--- src/rtl/div_pkg.sv ---
// Shared definitions for the sequential restoring divider.
package div_pkg;

    // Default dividend/quotient and divisor/remainder widths.
    localparam int unsigned DivDw = 8;
    localparam int unsigned DivVw = 4;

    // Step counter must be able to hold the value DW.
    localparam int unsigned DivCw = $clog2(DivDw + 1);

    // Controller states, kept as plain constants for legacy tools.
    typedef logic [1:0] state_t;
    localparam state_t StIdle = 2'd0;
    localparam state_t StRun  = 2'd1;
    localparam state_t StDone = 2'd2;

endpackage

--- src/rtl/div_step.sv ---
// One combinational restoring-division step: shift in a dividend bit,
// trial-subtract the divisor, keep the difference if it did not go negative.
module div_step #(
    parameter int unsigned VW = 4
) (
    input  logic [VW-1:0] i_pr,
    input  logic          i_bit,
    input  logic [VW-1:0] i_divisor,
    output logic [VW-1:0] o_pr,
    output logic          o_qbit
);

    // The incoming remainder is always below the divisor, so it fits VW bits;
    // the shifted value needs VW+1.
    logic [VW:0] w_shift;
    logic [VW:0] w_diff;
    logic        w_ge;

    // Trial subtraction and restore selection.
    always_comb begin
        w_shift = {i_pr, i_bit};
        w_ge    = (w_shift >= {1'b0, i_divisor});
        w_diff  = w_shift - {1'b0, i_divisor};
        o_qbit  = w_ge;
        o_pr    = w_ge ? w_diff[VW-1:0] : w_shift[VW-1:0];
    end

endmodule

--- src/rtl/seq_divider.sv ---
// Iterative restoring divider, one quotient bit per clock, MSB first.
// Start/busy/done handshake; divide-by-zero completes in a single cycle.
module seq_divider
    import div_pkg::*;
#(
    parameter int unsigned DW = DivDw,
    parameter int unsigned VW = DivVw
) (
    input  logic          i_clk,
    input  logic          i_rst_n,
    input  logic          i_start,
    input  logic [DW-1:0] i_dividend,
    input  logic [VW-1:0] i_divisor,
    output logic          o_busy,
    output logic          o_done,
    output logic [DW-1:0] o_quotient,
    output logic [VW-1:0] o_remainder,
    output logic          o_div_by_zero
);

    localparam int unsigned CW = $clog2(DW + 1);
    localparam logic [CW-1:0] LastStep = CW'(DW - 1);

    // State and working registers.
    state_t        r_state;
    logic [CW-1:0] r_cnt;
    logic [DW-1:0] r_dvd;
    logic [VW-1:0] r_dvs;
    logic [VW-1:0] r_pr;
    logic [DW-1:0] r_quo;

    // Result registers, held until the next completion.
    logic [DW-1:0] r_quotient;
    logic [VW-1:0] r_remainder;
    logic          r_dbz;

    // Next-state values.
    state_t        w_state_nxt;
    logic [CW-1:0] w_cnt_nxt;
    logic [DW-1:0] w_dvd_nxt;
    logic [VW-1:0] w_dvs_nxt;
    logic [VW-1:0] w_pr_nxt;
    logic [DW-1:0] w_quo_nxt;
    logic [DW-1:0] w_quotient_nxt;
    logic [VW-1:0] w_remainder_nxt;
    logic          w_dbz_nxt;

    // Step datapath outputs.
    logic [VW-1:0] w_step_pr;
    logic          w_step_qbit;

    div_step #(
        .VW (VW)
    ) u_step (
        .i_pr      (r_pr),
        .i_bit     (r_dvd[DW-1]),
        .i_divisor (r_dvs),
        .o_pr      (w_step_pr),
        .o_qbit    (w_step_qbit)
    );

    // Controller: accept, iterate DW times, then a single done cycle.
    always_comb begin
        w_state_nxt     = r_state;
        w_cnt_nxt       = r_cnt;
        w_dvd_nxt       = r_dvd;
        w_dvs_nxt       = r_dvs;
        w_pr_nxt        = r_pr;
        w_quo_nxt       = r_quo;
        w_quotient_nxt  = r_quotient;
        w_remainder_nxt = r_remainder;
        w_dbz_nxt       = r_dbz;

        unique case (r_state)
            StIdle: begin
                if (i_start) begin
                    if (i_divisor == '0) begin
                        // Zero divisor skips the iteration entirely.
                        w_quotient_nxt  = '1;
                        w_remainder_nxt = '0;
                        w_dbz_nxt       = 1'b1;
                        w_state_nxt     = StDone;
                    end else begin
                        w_dvd_nxt   = i_dividend;
                        w_dvs_nxt   = i_divisor;
                        w_pr_nxt    = '0;
                        w_quo_nxt   = '0;
                        w_cnt_nxt   = '0;
                        w_state_nxt = StRun;
                    end
                end
            end
            StRun: begin
                w_pr_nxt  = w_step_pr;
                w_dvd_nxt = {r_dvd[DW-2:0], 1'b0};
                w_quo_nxt = {r_quo[DW-2:0], w_step_qbit};
                w_cnt_nxt = r_cnt + 1'b1;
                if (r_cnt == LastStep) begin
                    w_quotient_nxt  = {r_quo[DW-2:0], w_step_qbit};
                    w_remainder_nxt = w_step_pr;
                    w_dbz_nxt       = 1'b0;
                    w_state_nxt     = StDone;
                end
            end
            StDone: begin
                w_state_nxt = StIdle;
            end
            default: begin
                w_state_nxt = StIdle;
            end
        endcase
    end

    // Register update; synchronous reset aborts any operation in flight.
    always_ff @(posedge i_clk) begin
        if (!i_rst_n) begin
            r_state     <= StIdle;
            r_cnt       <= '0;
            r_dvd       <= '0;
            r_dvs       <= '0;
            r_pr        <= '0;
            r_quo       <= '0;
            r_quotient  <= '0;
            r_remainder <= '0;
            r_dbz       <= 1'b0;
        end else begin
            r_state     <= w_state_nxt;
            r_cnt       <= w_cnt_nxt;
            r_dvd       <= w_dvd_nxt;
            r_dvs       <= w_dvs_nxt;
            r_pr        <= w_pr_nxt;
            r_quo       <= w_quo_nxt;
            r_quotient  <= w_quotient_nxt;
            r_remainder <= w_remainder_nxt;
            r_dbz       <= w_dbz_nxt;
        end
    end

    // Status decoded straight from state, so busy and done cannot overlap.
    always_comb begin
        o_busy        = (r_state == StRun);
        o_done        = (r_state == StDone);
        o_quotient    = r_quotient;
        o_remainder   = r_remainder;
        o_div_by_zero = r_dbz;
    end

endmodule

--- config.mk ---
export PLATFORM = sky130hd
export DESIGN_NAME = seq_divider
export DESIGN_NICKNAME = d
export VERILOG_FILES = /design/src/rtl/div_pkg.sv /design/src/rtl/div_step.sv /design/src/rtl/seq_divider.sv
export SDC_FILE = /design/constraint.sdc
export NUM_CORES = 1
export LEC_CHECK = 0
export BUFFER_PORTS_ARGS = -buffer_cell sky130_fd_sc_hd__clkbuf_2
export CORE_MARGIN = 4
export CORE_UTILIZATION = 58
export DETAILED_ROUTE_END_ITERATION = 7
export PLACE_DENSITY_LB_ADDON = 0.08
export SETUP_SLACK_MARGIN = 0.1
export SYNTH_ARGS = -nofsm -noshare
export SYNTH_HDL_FRONTEND = slang
export SYNTH_SLANG_ARGS = --single-unit
--- constraint.sdc ---
create_clock -name i_clk -period 4.9 [get_ports i_clk]
set_clock_uncertainty 0.15 [all_clocks]
set_input_delay 0.245 -clock i_clk [delete_from_list [all_inputs] [get_ports i_clk]]
set_output_delay 0.245 -clock i_clk [all_outputs]
set_load 0.05 [all_outputs]
==> qor.yml <==
run_status: "complete, no violations"
ys_async_sr_fraction: 0
dpl.hpwl_um: 2730
synth_top_area_frac: 0.446
syn_avg_cell_area_um2: 9.48
slowest_stage: "nand2b_1"
switching_share: 0.273
combPwrFrac: 0.194
cp-start-kind: "flip-flop"
rsz0062_at_grt: "false"
synth_area_leaders: "dfxtp_1, o221a_2, nand2_1, nor2_1, mux2i_1"
routed.top_layer: "met4"
dr.pass1.iters: 4
synth_nets: 220
areaGrowthSynthToFinish_pct: 15.8
cts_buffers: 5
clock_path_buffers: 2
min_path_type: "in2reg"
antenna_found_initial: 0
tritoncts: "yes"
start_util: 0.613
cap_violations: 0
portBuffers: 29
path_cells: "nand2b_1, inv_2, clkbuf_2"
dr_wl_met3_um: 148
tns_ps: 0
hold_ws_ps: 1.88
chipHeight_um: 65.0
drt_drc_violations_left: 0
drt-initial-drc-count: 69
p_leak_nw: 0.940
synth.distinct_cells: 45
critPathLaunch: "r_state[1]"
routed_via_density: 5.46
first_global_vias: 1517
grt_usage: 0.202
cp_data_required_time_ps: 4510
gr-total-overflow: 0
synth_most_common_cell: "dfxtp_1"
drive_gt1_frac: 0.237
synthCells: 199
synth_edf_count: 0
fmax_mhz: 435
clock_latency_ps: 340
hold_viol: 0
grt_max_degree: 27
finalCritPeriodShare: 0.469
htreeDepth: 2
ioPinCount: 30
r2r-start: "r_dvs[1]"
hold_depth: 3
r2r_slack_ps: 2820
wl_per_cell_um: 13.6
yosysSeqAreaShare: 0.446
worstHoldStart: "i_dividend[0]"
power.switching_mw: 0.197
nets: 252
peakVddDrop_mv: 0.234
critPathTopFamily: "buffers and inverters"
syn_area_mm2: 0.00189
n_antenna_cell: 0
grt_pass1_wl_um: 6830
path_class: "reg2out"
slew_violations: 0
cts_setup_buffers: 0
hold_end: "r_dvd[0]"
path_clk_slew_ps: 110
wirelength_um: 3770
setup_viol: 0
vias: 1506
period_needed_ps: 2300
ys_warn_count: 0
relSlewSlack: 0.622
timing.rr.end: "r_pr[1]"
intPower_mw: 0.525
crit_path_end_kind: "output pin"
yosysTopAreaCell: "dfxtp_1"
cp_num_buf_inv: 2
power_density_mw_per_mm2: 330
cts_resized: 0
worstPathArrival_ps: 1900
synth_commonest_cells: "dfxtp_1, nand2_1, nor2_1"
cts_root_buf: "clkbuf_4"
rr_worst_depth: 6
synthFlopType: "dfxtp_1"
p_seq_frac: 0.512
met1Wirelength_um: 1760
core_area_mm2: 0.00308
worstMarginPinSlew_ps: 567
holdBufCountCts: 7
num_rows: 20
cts.sinks: 42
die_area_mm2: 0.00423
route.met2.wl_um: 1820
gp_congestion: 0.830
slowest_delay_ps: 500
power_frac_clock: 0.295
fillCellCount: 246
synth_seq_cells: 42
die_w_um: 65.0
drt.antenna.violating_nets: 0
critPathMaxFanout: 21
==> flip-flops by register name, indices dropped and copies added, names as in the netlist <==
| register | flops |
|---|---|
| r_state | 2 |
| o_quotient | 8 |
| r_quo | 7 |
| o_remainder | 4 |
| r_pr | 4 |
| r_dvs | 4 |
| r_cnt | 4 |
| r_dvd | 8 |
| o_div_by_zero | 1 |
==> kinds of logic (layout without fill, tap and decap cells) <==
group,count (synthesis),in the layout,share of synthesized area
buffers and inverters,22,55,0.0484
AOI/OAI and AO/OA,53,53,0.245
DFF,42,42,0.446
xor gates and xnor gates,2,2,0.00929
muxes,8,8,0.0451
and+or+nand+nor,66,66,0.163
adders and majority gates,6,6,0.0438
==> power by group through the flow <==
stage               Combinational, mW  Clock, mW  Sequential (mW)
finish                          0.140      0.213            0.370
global route                    0.157      0.229            0.372
CTS                             0.141      0.217            0.369
detailed placement              0.136          0            0.377
global placement                0.133          0            0.376
floorplan                       0.104          0            0.381
==> area by class of cell <==
cell class | count | area, µm² | share of cell area
Tap cell | 44 | 55.1 | 0.0252
Sequential cell | 42 | 841 | 0.385
Inverter | 10 | 37.5 | 0.0172
Timing Repair Buffer | 37 | 223 | 0.102
Multi-Input combinational cell | 135 | 955 | 0.437
Clock buffer | 7 | 45.0 | 0.0206
Clock inverter | 1 | 30.0 | 0.0137
==> stage by stage <==
step           total power, mW  utilization  instances  cell area, µm²  setup slack [ps]
5_1_grt                  0.757        0.710        276            2190              2440
4_1_cts                  0.728        0.710        276            2190              2600
3_3_place_gp             0.509        0.663        261            2040              2870
6_report                 0.722        0.710        276            2190              2600
3_5_place_dp             0.513        0.663        261            2040              2830
2_1_floorplan            0.484            -        199            1890              2970
==> tightest hold or removal path: cells and delay by family <==
| family | cells | cell delay [ps] |
|---|---|---|
| AND/OR/NAND/NOR | 1 | 90 |
| buffers and inverters | 1 | 70 |
| AO/OA/AOI/OAI | 1 | 50 |
==> routing by layer <==
layer | track usage | up-vias
li1 | - | 778
met1 | 0.259 | 695
met2 | 0.340 | 28
met3 | 0.0433 | 5
met4 | 0.0622 | 0
met5 | 0 | -
==> worst max-delay path by stage <==
stage / slack [ps] / cells past startpoint / endpoint
2_1_floorplan: 2970 / 7 / o_remainder[2]
3_3_place_gp: 2870 / 6 / r_pr[0]
3_5_place_dp: 2830 / 6 / r_pr[0]
4_1_cts: 2600 / 3 / o_busy
5_1_grt: 2440 / 3 / o_busy
6_report: 2600 / 3 / o_busy
==> cells in the final DEF (no fill, tap or decap), drive strengths merged, types with 2 or more instances in the layout <==
cell type and n:
nor3 3, ha 5, and2 2, nand2 23
dlygate4sd3 7, inv 9, a21oi 10, clkbuf 36
nand2b 2, o21ai 8, nand3 2, a311oi 7
nor2 22, dfxtp 42, mux2i 7, o211a 2
nor2b 6, o221a 8, a22oi 9
No activity file was read; power rests on OpenSTA's default activity.
